==> config.mk <==
export PLATFORM = sky130hd
export DESIGN_NAME = div_unit
export DESIGN_NICKNAME = d
export VERILOG_FILES = /design/src/rtl/div_unit_pkg.sv /design/src/rtl/div_unit_step.sv /design/src/rtl/div_unit.sv
export SDC_FILE = /design/constraint.sdc
export NUM_CORES = 1
export LEC_CHECK = 0
export ABC_CLOCK_PERIOD_IN_PS = 5700
export CAP_MARGIN = 0
export CORE_MARGIN = 1
export CORE_UTILIZATION = 49
export CTS_BUF_LIST = sky130_fd_sc_hd__clkbuf_8
export CTS_CLUSTER_DIAMETER = 150
export DETAILED_ROUTE_END_ITERATION = 16
export GPL_TIMING_DRIVEN = 0
export PLACE_DENSITY = 0.71
export SLEW_MARGIN = 20
export SYNTH_ARGS = -nofsm -noshare
export SYNTH_HDL_FRONTEND = slang
export SYNTH_SLANG_ARGS = --single-unit
export TNS_END_PERCENT = 30
==> constraint.sdc <==
create_clock -name clk_i -period 5.7 [get_ports clk_i]
set_clock_uncertainty 0.2 [all_clocks]
set_input_delay 0.57 -clock clk_i [delete_from_list [all_inputs] [get_ports clk_i]]
set_output_delay 0.57 -clock clk_i [all_outputs]
set_load 0.02 [all_outputs]
==> src/rtl/div_unit_pkg.sv <==
// Shared definitions for the iterative divider: FSM encoding, iteration count, result width
// and the final sign-correction helper.
package div_unit_pkg;

    localparam int unsigned DivCycles = 32;
    localparam int unsigned DWordW    = 64;

    typedef logic [DWordW-1:0] dword_t;

    typedef enum logic [1:0] {
        StIdle = 2'd0,
        StCalc = 2'd1,
        StFix  = 2'd2,
        StDone = 2'd3
    } div_state_e;

    // Packs {remainder, quotient} after applying the signed-result corrections.
    function automatic dword_t fix_result(input logic [31:0] quo, input logic [31:0] rem,
                                          input logic neg_quo, input logic neg_rem);
        logic [31:0] q;
        logic [31:0] r;
        q = neg_quo ? -quo : quo;
        r = neg_rem ? -rem : rem;
        return {r, q};
    endfunction

endpackage

==> src/rtl/div_unit_step.sv <==
// One radix-2 restoring division iteration (purely combinational).
module div_step (
    input  logic [31:0] rem_i,
    input  logic        dvd_msb_i,
    input  logic [31:0] divisor_i,
    output logic [31:0] rem_o,
    output logic        q_bit_o
);

    logic [32:0] shifted;
    logic [32:0] diff;

    assign shifted = {rem_i, dvd_msb_i};
    assign diff    = shifted - {1'b0, divisor_i};

    // Partial remainder is always below the divisor, so bit 32 of the difference is its sign.
    assign q_bit_o = ~diff[32];
    assign rem_o   = diff[32] ? shifted[31:0] : diff[31:0];

endmodule

==> src/rtl/div_unit.sv <==
// 32-bit signed/unsigned iterative restoring divider, result {remainder, quotient}.
// Compile option DIV_ZERO_FAST_EN: divide-by-zero completes one cycle after start.
module div_unit
    import div_unit_pkg::*;
#(
    parameter int unsigned DIV_CYCLES = DivCycles
) (
    input  logic         clk_i,
    input  logic         resetn_i,
    input  logic         start_i,
    input  logic         div_s_i,
    input  logic [31:0]  opr1_i,
    input  logic [31:0]  opr2_i,
    input  logic         cancel_i,
    output logic         busy_o,
    output logic         done_o,
    output logic [63:0]  divres_o
);

    div_state_e  state_q;
    logic [5:0]  cnt_q;
    logic [31:0] dvd_q;
    logic [31:0] dsr_q;
    logic [31:0] rem_q;
    logic        div_s_q;
    logic        sgn1_q;
    logic        sgn2_q;
    logic        busy_q;
    logic        done_q;
    dword_t      divres_q;

    logic [31:0] mag1;
    logic [31:0] mag2;
    logic [31:0] step_rem;
    logic        step_q_bit;
    logic        zero_fast;

    assign mag1 = (div_s_i && opr1_i[31]) ? -opr1_i : opr1_i;
    assign mag2 = (div_s_i && opr2_i[31]) ? -opr2_i : opr2_i;

`ifdef DIV_ZERO_FAST_EN
    assign zero_fast = (opr2_i == 32'd0);
`else
    assign zero_fast = 1'b0;
`endif

    div_step u_div_step (
        .rem_i     (rem_q),
        .dvd_msb_i (dvd_q[31]),
        .divisor_i (dsr_q),
        .rem_o     (step_rem),
        .q_bit_o   (step_q_bit)
    );

    always_ff @(posedge clk_i or negedge resetn_i) begin
        if (!resetn_i) begin
            state_q  <= StIdle;
            cnt_q    <= '0;
            dvd_q    <= '0;
            dsr_q    <= '0;
            rem_q    <= '0;
            div_s_q  <= 1'b0;
            sgn1_q   <= 1'b0;
            sgn2_q   <= 1'b0;
            busy_q   <= 1'b0;
            done_q   <= 1'b0;
            divres_q <= '0;
        end else if (cancel_i) begin
            state_q <= StIdle;
            busy_q  <= 1'b0;
            done_q  <= 1'b0;
        end else begin
            unique case (state_q)
                StIdle, StDone: begin
                    if (start_i) begin
                        div_s_q <= div_s_i;
                        sgn1_q  <= opr1_i[31];
                        sgn2_q  <= opr2_i[31];
                        dvd_q   <= mag1;
                        dsr_q   <= mag2;
                        rem_q   <= '0;
                        cnt_q   <= '0;
                        if (zero_fast) begin
                            state_q  <= StDone;
                            busy_q   <= 1'b0;
                            done_q   <= 1'b1;
                            divres_q <= fix_result(32'hFFFF_FFFF, mag1,
                                                   div_s_i & (opr1_i[31] ^ opr2_i[31]),
                                                   div_s_i & opr1_i[31]);
                        end else begin
                            state_q <= StCalc;
                            busy_q  <= 1'b1;
                            done_q  <= 1'b0;
                        end
                    end else begin
                        state_q <= StIdle;
                        done_q  <= 1'b0;
                    end
                end
                StCalc: begin
                    rem_q <= step_rem;
                    dvd_q <= {dvd_q[30:0], step_q_bit};
                    cnt_q <= cnt_q + 6'd1;
                    if (cnt_q == 6'(DIV_CYCLES - 1)) begin
                        state_q <= StFix;
                    end
                end
                StFix: begin
                    divres_q <= fix_result(dvd_q, rem_q, div_s_q & (sgn1_q ^ sgn2_q),
                                           div_s_q & sgn1_q);
                    state_q  <= StDone;
                    busy_q   <= 1'b0;
                    done_q   <= 1'b1;
                end
                default: state_q <= StIdle;
            endcase
        end
    end

    assign busy_o   = busy_q;
    assign done_o   = done_q;
    assign divres_o = divres_q;

endmodule

==> results of run 1 <==
==> logic make-up after synthesis <==
family,after synthesis,share of synthesized area (%)
fa+ha+maj,40,4.49
simple gates,433,17.8
xor+xnor,143,11.1
flops,173,38.3
compound gates,406,20.7
buf+inv,134,4.48
mux,36,3.25
==> registers in the layout, summed over array words and instances (netlist names) <==
| signal | flops |
|---|---|
| busy_o | 1 |
| cnt_q | 6 |
| div_s_q | 1 |
| divres_o | 64 |
| done_o | 1 |
| dsr_q | 32 |
| dvd_q | 32 |
| rem_q | 32 |
| sgn1_q | 1 |
| sgn2_q | 1 |
| state_q | 2 |
==> stage by stage <==
step                instance area [sq um]  utilization (%)  setup slack, ps
detailed placement                  13100             57.8             1780
finish                              13500             59.7             1730
CTS                                 13500             59.7             1740
global route                        13500             59.7             1480
floorplan                           11300                -             2460
global placement                    13000             57.5            -3360
==> final cells by class <==
cell class,count,share of cell area (%)
buffer,75,2.11
sequential,173,32.0
clock buffer,18,1.83
tap,285,2.64
inverter,59,1.64
multi-input combinational,1058,48.0
clock inverter,14,1.33
timing repair buffer,137,10.4
==> how the worst min path moves through the flow <==
stage                            start      endpoint
after global placement     divres_o[9]   divres_o[9]
after detailed placement      resetn_i        done_o
after floorplan               resetn_i        busy_o
after global routing      divres_o[49]  divres_o[49]
final                     divres_o[49]  divres_o[49]
after CTS                 divres_o[49]  divres_o[49]
==> Yosys cell counts (all sizes together) (22+ instances only) <==
master and instances:
mux2i 30, nor3 22, xor2 72, o21ai 209
ha 39, clkbuf 68, nor2 79, o31ai 22
xnor2 71, a21oi 96, dfrtp 173, inv 59
nand2 217
==> layer usage <==
layer	GRT usage, %	vias up	wire length (microns)
li1	-	5090	-
met1	34.4	4910	13600
met2	46.6	320	15100
met3	4.51	59	1490
met4	10.9	0	1020
met5	0	-	0
==> power by group through the flow <==
stage                     Sequential, mW  Combinational (mW)  Clock, mW
after floorplan                     2.12                1.76          0
after global placement              1.99                2.89          0
after detailed placement            2.01                2.94          0
after CTS                           1.98                2.95      0.957
after global routing                2.04                3.29      0.998
final                               1.98                2.95      0.946
==> critical path, stage by stage (launching register included) <==
cell,delay [ps]
dfrtp_1,430
ha_1,250
fa_1,380
nand2b_1,210
a21oi_1,250
o211ai_1,190
a211oi_1,260
nor2_1,120
o21ai_1,240
xor2_1,200
buf_2,330
clkbuf_1,470
nand4_1,210
o211ai_1,140
==> out/qor.csv, run 1 <==
metric;value;unit
drt-vias-per-instance;5.71;
row_count;55;
reg2reg_depth;13;
clk_pin_slew;90;ps
status;finished clean;
cts_resized;0;
rsz0062_at_grt;no;
irDropWorstVdd;0.167;mV
seq_area;0.00433;sq mm
finalSetupTns;0;ps
placedCellCount;1786;
antenna_found_initial;0;
postCtsHoldBufs;1;
route.detailed.drc;0;
crit_path_start_kind;flop;
wl;31200;microns
synth-edff-count;0;
syn_avg_cell_area;8.29;sq um
num-fill-cells;2117;
timing.rr.end;rem_q[29];
synth_area_leaders;dfrtp_1, o21ai_0, nand2_1;
yosysWarnings;0;
cp_max_fo;10;
maxSlewViolCount;0;
dieArea;0.0237;sq mm
die_h;154;microns
p_leak;5.62;nW
clock_sinks;173;
critical_path_required;5880;ps
synth_ff_type;dfrtp_1;
grt_max_degree;75;
cts-root-buf;clkbuf_8;
cp-endpoint;rem_q[29];
maxSlewHeadroom;25.0;%
setup_viol;0;
min_path_type;flop to flop;
p_clk_share;16.1;%
r2r_start;dsr_q[0];
diodes;0;
antenna_left;0;
internal_power;3.26;mW
cts_max_level;4;
portBuffers;134;
swShare;44.5;%
initial_utilization;50.0;%
async_flop_share;100;%
multi_input_area;0.00648;sq mm
syn_inst;1365;
finalNonFillerCells;1819;
dp_hpwl;24400;microns
synth_fp_nets;1474;
final_common_cell;nand2_1;
syn2layout_area_growth;19.4;%
synthDistinctLibCells;63;
finalCriticalPeriod;3970;ps
total_power;5.87;mW
post-route-period-util;69.7;%
ys_seq_elements;173;
fin_nets;1630;
die_x;154;microns
holdPathStages;2;
synth_top_cell_by_area;dfrtp_1;
avgRoutedWirePerCell;17.1;microns
switchingPower;2.61;mW
grt_usage;27.3;%
tritoncts;yes;
grt_pass1_wl;51100;microns
end_kind;flop;
vias;10400;
r2r_slack;1730;ps
worstSkewPairLatency;470;ps
cts_buffers;17;
cap_violations;0;
core-area;0.0226;sq mm
gr-total-overflow;0;
synth_top_cell_area_share;38.3;%
grt_pass1_vias;10100;
gp_congestion;0.970;
crit_start;dsr_q[0];
first_pass_iters;5;
critPathKind;flop to flop;
seq_power_share;33.7;%
final_cell_mix;nand2_1, o21ai_0, dfrtp_1;
drt_iter0_drc;590;
hold_slack;284;ps
post_cts_buffers;0;
fmaxAchievable;252;MHz
layout-drive-gt1-share;3.72;%
yosysSeqAreaShare;38.3;%
ios;135;
finalHoldViolations;0;
syn_area;0.0113;sq mm
tightestPinTransition;1110;ps
crit_arrival;4150;ps
cts_buffer_depth;2;
powerDensity;434;mW/mm^2
power_frac_comb;50.2;%
(Power assumes the default switching activity.)
==> run 2, diff against run 1 <==
ABC_CLOCK_PERIOD_IN_PS = 3590   (was 5700)
PLACE_DENSITY = 0.74   (was 0.71)
clock period = 3.59 ns   (was 5.7 ns; I/O delays follow)
==> run 2 against run 1 <==
Non-clock buffer count increased by 2. Hold slack got worse by 120 ps. Die area unchanged. Setup slack got worse by 1700 ps. Critical path type unchanged. Critical endpoint is now rem_q[31]. Largest power group unchanged.
==> out/qor.csv, run 2 (synthesized netlist as in run 1, its figures left out) <==
metric;value;unit;change
status;finished clean;;unchanged
crit_path_cell_trace;ha_1, fa_1, nand2b_2, a21oi_2, o211ai_1, a211oi_1, nor2_1, o21ai_2, xor2_2, buf_6, buf_6, o2111ai_1, o221ai_1;;was ha_1, fa_1, nand2b_1, a21oi_1, o211ai_1, a211oi_1, nor2_1, o21ai_1, xor2_1, buf_2, clkbuf_1, nand4_1, o211ai_1
critical_path_required;3770;ps;was 5880 ps
pre_cts_slack;-446;ps;was 1780 ps
maxSlewHeadroom;47.0;%;was 25.0%
tightestPinTransition;790;ps;was 1110 ps
hold_slack;161;ps;was 284 ps
crit_path_start_kind;flop;;unchanged
clk_pin_slew;90;ps;about the same
wl;30800;microns;was 31,200 microns
rsz0062_at_grt;yes;;was no
vias;10500;;was 10,400
drt-vias-per-instance;5.75;;was 5.71
multi_input_area;0.00650;sq mm;was 0.00648 sq mm
final_util;60.0;%;was 59.7%
largest_reg_flops;64;;unchanged
dieArea;0.0237;sq mm;unchanged
die_x;154;microns;unchanged
cts_max_level;4;;unchanged
num-fill-cells;2012;;was 2,117
cp_common_cell;buf_6;;was o211ai_1
antenna_found_initial;0;;unchanged
finalSetupTns;0;ps;unchanged
drt_iter0_drc;747;;was 590
final_cell_mix;nand2_1, o21ai_0, dfrtp_1;;unchanged
powerDensity;691;mW/mm^2;was 434 mW/mm^2
finalHoldViolations;0;;unchanged
crit_arrival;3710;ps;was 4150 ps
diodes;0;;unchanged
first_pass_iters;5;;unchanged
fmaxAchievable;283;MHz;was 252 MHz
cts_buffers;17;;unchanged
r2r_start;dsr_q[0];;unchanged
reg2reg_depth;13;;unchanged
post-route-period-util;98.3;%;was 69.7%
gp_congestion;0.955;;was 0.970
fin_nets;1632;;was 1,630
gr-total-overflow;0;;unchanged
finalCriticalPeriod;3530;ps;was 3970 ps
cts-root-buf;clkbuf_8;;unchanged
row_count;55;;unchanged
irDropWorstVdd;0.285;mV;was 0.167 mV
die_h;154;microns;unchanged
core-area;0.0226;sq mm;unchanged
tritoncts;yes;;unchanged
avgRoutedWirePerCell;16.9;microns;was 17.1 microns
setup_viol;0;;unchanged
crit_slowest_cell;dfrtp_1;;was clkbuf_1
syn2layout_area_growth;20.1;%;was 19.4%
portBuffers;134;;unchanged
route.detailed.drc;0;;unchanged
grt_max_degree;68;;was 75
initial_utilization;50.0;%;unchanged
cpPeakStageDelay;430;ps;was 470 ps
grt_pass1_vias;10100;;about the same
min_path_type;input port to async pin;;was flop to flop
seq_area;0.00433;sq mm;unchanged
grt_pass1_wl;50600;microns;was 51,100 microns
end_kind;flop;;unchanged
dp_hpwl;23500;microns;was 24,400 microns
p_leak;5.65;nW;was 5.62 nW
r2r_slack;60;ps;was 1730 ps
layout-drive-gt1-share;4.23;%;was 3.72%
critPathKind;flop to flop;;unchanged
cp_max_fo;10;;unchanged
timing.rr.end;rem_q[31];;was rem_q[29]
post-route-worst-setup-slack;61.1;ps;was 1730 ps
cts_buffer_depth;2;;unchanged
grt_usage;26.8;%;was 27.3%
cap_violations;0;;unchanged
worstSkewPairLatency;480;ps;was 470 ps
final_common_cell;nand2_1;;unchanged
antenna_left;0;;unchanged
maxSlewViolCount;0;;unchanged
clock_sinks;173;;unchanged
ios;135;;unchanged
-- run 2: worst max-delay path by stage --
stage                          from           end  slack (ps)
after floorplan            dsr_q[0]      rem_q[6]         350
after global placement     resetn_i  divres_o[35]       -5230
after detailed placement   dsr_q[0]     rem_q[31]        -450
after CTS                  dsr_q[0]     rem_q[23]          20
after global routing      dvd_q[31]     rem_q[31]         -60
final                      dsr_q[0]     rem_q[31]          60
-- run 2: power breakdown --
part | switching (mW) | total, mW | internal (mW)
Combinational | 2.82 | 4.69 | 1.87
Sequential | 0.550 | 3.14 | 2.59
Clock | 0.778 | 1.55 | 0.772
-- run 2: layout make-up --
type,count,area share [%]
clock buffer,17,1.72
sequential,173,31.9
tap,285,2.62
buffer,74,2.24
clock inverter,15,1.54
inverter,59,1.63
timing repair buffer,140,10.6
multi-input combinational,1058,47.8
-- run 2: critical path, delay by kind of cell (launching register included) --
family          cells  cell delay (ps)
compound gates      6             1200
fa+ha+maj           2              660
flops               1              430
simple gates        2              380
buf+inv             2              320
xor+xnor            1              240
-- run 2: layer usage --
metal	routed length (microns)	track usage, %	up-vias
li1	-	-	5091
met1	13400	34.8	4970
met2	14600	44.3	340
met3	1640	4.03	74
met4	1140	11.7	0
met5	0	0	-
-- run 2: metrics by stage --
stage          instance area (sq um)  instances  total power [mW]
2_1_floorplan                  11300       1365              6.16
4_1_cts                        13600       1822              9.40
3_5_place_dp                   13100       1786              7.82
3_3_place_gp                   13000       1784              7.67
5_1_grt                        13600       1821              10.1
6_report                       13600       1821              9.39
-- run 2: repair_timing --
action / in CTS / in global routing
hold endpoints to repair: 151 / 0
hold buffers: 1 / 0
buffers inserted: 3 / 0
gates resized for setup: 9 / 8
pin swaps: 1 / 2
setup endpoints to repair: 22 / 34
==> patch 1: new RTL, settings of run 2 <==
Add an input register stage for `opr1_i`, cleared by the reset; this delays it by one clock. The other inputs are not delayed to match.
--- a/src/rtl/div_unit.sv
+++ b/src/rtl/div_unit.sv
@@ -18,4 +18,14 @@
 );
 
+    logic [31:0] opr1_q;
+
+    always_ff @(posedge clk_i or negedge resetn_i) begin
+        if (!resetn_i) begin
+            opr1_q <= '0;
+        end else begin
+            opr1_q <= opr1_i;
+        end
+    end
+
     div_state_e  state_q;
     logic [5:0]  cnt_q;
@@ -36,5 +46,5 @@
     logic        zero_fast;
 
-    assign mag1 = (div_s_i && opr1_i[31]) ? -opr1_i : opr1_i;
+    assign mag1 = (div_s_i && opr1_q[31]) ? -opr1_q : opr1_q;
     assign mag2 = (div_s_i && opr2_i[31]) ? -opr2_i : opr2_i;
 
@@ -75,5 +85,5 @@
                     if (start_i) begin
                         div_s_q <= div_s_i;
-                        sgn1_q  <= opr1_i[31];
+                        sgn1_q  <= opr1_q[31];
                         sgn2_q  <= opr2_i[31];
                         dvd_q   <= mag1;
@@ -86,6 +96,6 @@
                             done_q   <= 1'b1;
                             divres_q <= fix_result(32'hFFFF_FFFF, mag1,
-                                                   div_s_i & (opr1_i[31] ^ opr2_i[31]),
-                                                   div_s_i & opr1_i[31]);
+                                                   div_s_i & (opr1_q[31] ^ opr2_i[31]),
+                                                   div_s_i & opr1_q[31]);
                         end else begin
                             state_q <= StCalc;
Formal check against the unedited RTL: no difference found for any inputs over 4 cycles, from zero or initial values and one cycle with resetn_i low; that may be too few to reach the edited logic, so the function may still have changed.
==> patch 1 against run 2 <==
Worst setup slack better by 110 ps. Area after synthesis is 7.4% higher. Sequential cell count is 32 higher. Final area is 8.5% higher. Sequential power is 19% higher. Via count is 3.8% higher. Total power is 21% higher. Core utilization is 0.60 points higher. Clock power is 37% higher. Routed wire length is 5.2% higher. Count of clock-buffer cells in the layout is 27 higher.
==> patch 1: results (changes against run 2) <==
stage;metric;value;unit;change
run_status;status;finished, final reports clean;;
logic_synthesis;synthTopCellsByCount;231 x nand2_1, 205 x dfrtp_1, 185 x o21ai_0;;
logic_synthesis;syn-num-nets;1530;;+3.8%
detailed_routing;drt_iter0_drc;749;;+0.27%
pwr;switching_share;43.6;%;-0.56 points
logic_synthesis;ys_types;69;;+9.5%
timing;fmax;0.293;GHz;+3.3%
grt;use_met1;39.5;%;+4.7 points
detailed_routing;drt_wl_total;32400;microns;+5.2%
logic_synthesis;synth-seq-cells;205;;+18%
pwr;ir_drop;0.000344;V;+21%
placed_design;place_ws;-129;ps;+317 ps
placed_design;placed_cell_area;14000;sq um;+6.8%
pwr;power.leakage;6.35;nW;+12%
clock_tree;numCtsBuffers;35;;+18
detailed_routing;wl_met3;2140;microns;+31%
grt;grtUsageMet3;3.65;%;-0.38 points
setup_path;critPathArrivalTime;3610;ps;-100 ps
grt;antenna_found_initial;1;;+1
detailed_routing;met1Wirelength;15900;microns;+19%
logic_synthesis;netlist_top_cells_area;dfrtp_1 42%, o21ai_0 7.6%, nand2_1 7.1%;;
timing;tightest_slew;995;ps;+205 ps
detailed_routing;vias;10900;;+3.8%
logic_synthesis;seq_area_frac_synth;42.2;%;+3.9 points
final_layout;fin_nets;1708;;+4.7%
grt;grt_max_degree;99;;+46%
grt;first_global_vias;10300;;+1.7%
final_layout;seq_share;34.8;%;+2.9 points
detailed_routing;drtPass1Iterations;6;;+1
logic_synthesis;synth_cells;1421;;+4.1%
final_layout;fillers;2229;;+11%
placed_design;hpwl;25100;microns;+6.9%
final_layout;n_all_inverters;66;;+12%
final_layout;clk_share;4.82;%;+1.6 points
final_layout;multi_input_area;6490;sq um;about the same
final_layout;buffer_area_share;11.9;%;-0.92 points
grt;track_usage;25.8;%;-0.95 points
placed_design;dp_cells;1881;;+5.3%
detailed_routing;vias_per_cell;5.59;;-2.8%
grt;met2_usage;38.6;%;-5.7 points
patch 1: power by group through the flow:
| stage | Combinational (mW) | Clock, mW | Sequential (mW) |
|---|---|---|---|
| 6_report | 5.48 | 2.13 | 3.73 |
| 5_1_grt | 6.08 | 2.28 | 3.83 |
| 4_1_cts | 5.41 | 2.18 | 3.71 |
| 3_5_place_dp | 5.37 | 0 | 3.75 |
| 3_3_place_gp | 5.27 | 0 | 3.72 |
| 2_1_floorplan | 3.34 | 0 | 3.89 |
patch 1: kinds of logic after synthesis:
logic type / Yosys count / synth area share (%)
AO/OA/AOI/OAI: 405 / 19.8
XOR/XNOR: 146 / 10.5
adder cells (fa/ha/maj): 40 / 4.18
buffers and inverters: 143 / 4.51
flip-flops: 205 / 42.2
multiplexers: 15 / 1.27
AND/OR/NAND/NOR: 467 / 17.5
patch 1: what timing repair did:
item,CTS,global route
hold endpoints to repair,205,0
pin swaps,0,3
hold buffers,1,0
setup buffers,0,4
gates resized for setup,2,5
setup endpoints to repair,26,31
==> patch 2: new RTL, config.mk and constraints of run 2 <==
Without the edit above. Set the package constant `DivCycles` to 16 (it was 32).
--- a/src/rtl/div_unit_pkg.sv
+++ b/src/rtl/div_unit_pkg.sv
@@ -3,5 +3,5 @@
 package div_unit_pkg;
 
-    localparam int unsigned DivCycles = 32;
+    localparam int unsigned DivCycles = 16;
     localparam int unsigned DWordW    = 64;
 
Behaviour: same outputs for any inputs over 4 cycles, from zero or initial values and one cycle with resetn_i low; that may be too few to reach the edited logic, so the function may still have changed.
==> patch 2 against run 2 <==
Worst setup slack gained 88 ps. Largest power group unchanged. Total power shrank 0.32%. Combinational power shrank 2%. Core utilization shrank 0.12 points. Area after synthesis shrank 0.29%. Sequential cell count is the same. Sequential power is essentially flat. Synthesized cell count grew 0.73%. Final area shrank 0.20%. Die area shrank 0.29%. Routed wire length shrank 1.3%.
==> patch 2: results (changes against run 2) <==
stage;metric;value;unit;change
setup_path;crit_type;reg -> reg;;
timing;relSlewSlack;46.3;%;-0.73 points
logic_synthesis;syn-num-nets;1484;;+0.68%
logic_synthesis;synthTopCellsByCount;219 x nand2_1, 205 x o21ai_0, 173 x dfrtp_1;;
placed_design;place_congestion;0.893;;-6.5%
placed_design;dp_cells;1795;;+0.50%
logic_synthesis;synthAdderAreaFrac;4.50;%;+0.013 points
run_status;status;finished, final reports clean;;
pwr;power_frac_clock;17.3;%;+0.8 points
timing;timing.hold.ws;33.9;ps;-127 ps
timing;setup_slack;149;ps;+87.6 ps
detailed_routing;vias_per_cell;5.59;;-2.9%
setup_path;worstSetupEndpoint;rem_q[31]$_DFFE_PN0P_;;
final_layout;fin_cells;1830;;+0.49%
logic_synthesis;synth-xor-area-share;11.3;%;+0.28 points
grt;grt_pass1_wl;50000;microns;-1.1%
placed_design;port_buffers;133;;-0.75%
detailed_routing;drt_wl_total;30400;microns;-1.3%
clock_tree;cts_buffer_depth;2;;unchanged
logic_synthesis;seq_area_frac_synth;38.4;%;+0.11 points
grt;antenna_found_initial;0;;unchanged
placed_design;hpwl;23800;microns;+1.5%
pwr;seq-power;3.15;mW;about the same
pwr;internal_power;5.26;mW;+0.34%
pwr;power.leakage;5.66;nW;+0.24%
setup_path;crit_family;compound AO/OA/AOI/OAI gates;;
logic_synthesis;netlist_top_cells_area;dfrtp_1 38%, o21ai_0 9.1%, nand2_1 7.3%;;
pwr;pg_clk;1.62;mW;+5%
setup_path;slowest_delay;450;ps;+20 ps
logic_synthesis;ys.flop_type;dfrtp_1;;
grt;track_usage;26.6;%;-0.15 points
hold_path;hp-start;cancel_i;;
grt;grt_max_degree;60;;-12%
placed_design;place_ws;-256;ps;+190 ps
detailed_routing;drt_iter0_drc;692;;-7.4%
setup_path;ff2ff_path_depth;13;;unchanged
grt;first_global_vias;9718;;-3.7%
pwr;ir_drop;0.000293;V;+2.9%
logic_synthesis;muxShareOfSynthArea;3.05;%;-0.20 points
clock_tree;post_cts_resized;1;;-8
final_layout;layout-drive-gt1-share;4.01;%;-0.22 points
logic_synthesis;syn_area_per_cell;8.21;sq um;-1.0%
hold_path;hp-class;in -> reg;;
logic_synthesis;ys_types;63;;unchanged
placed_design;placed_cell_area;13000;sq um;-0.29%
logic_synthesis;synth-compound-area-share;20.4;%;-0.34 points
clock_tree;post-cts-setup-buffers;2;;-1
final_layout;fin_nets;1641;;+0.55%
patch 2: cell count changes in the layout (fill, tap and decap cells not counted), sizes merged, moves of 4 or more:
| cell | run 2 | this run |
|---|---|---|
| o41ai | 15 | 8 |
| or4 | 18 | 7 |
| or3 | 13 | 27 |
| a21oi | 96 | 102 |
| and2 | 5 | 9 |
| o21ai | 209 | 221 |
| nor2 | 79 | 86 |
patch 2: final cells by class:
type	count	area, sq um
Buffer	75	304
Tap cell	285	357
Clock buffer	17	234
Clock inverter	15	233
Sequential cell	173	4330
Fill cell	2048	9080
Inverter	57	214
Timing Repair Buffer	138	1420
Multi-Input combinational cell	1070	6470
patch 2: routing by layer:
metal / routed length [microns] / track usage [%] / vias to the layer above
met3: 1780 / 3.72 / 27
met5: 0 / 0 / -
met1: 14800 / 39.1 / 4816
met4: 357 / 6.71 / 0
li1: - / - / 5074
met2: 13400 / 41.1 / 309
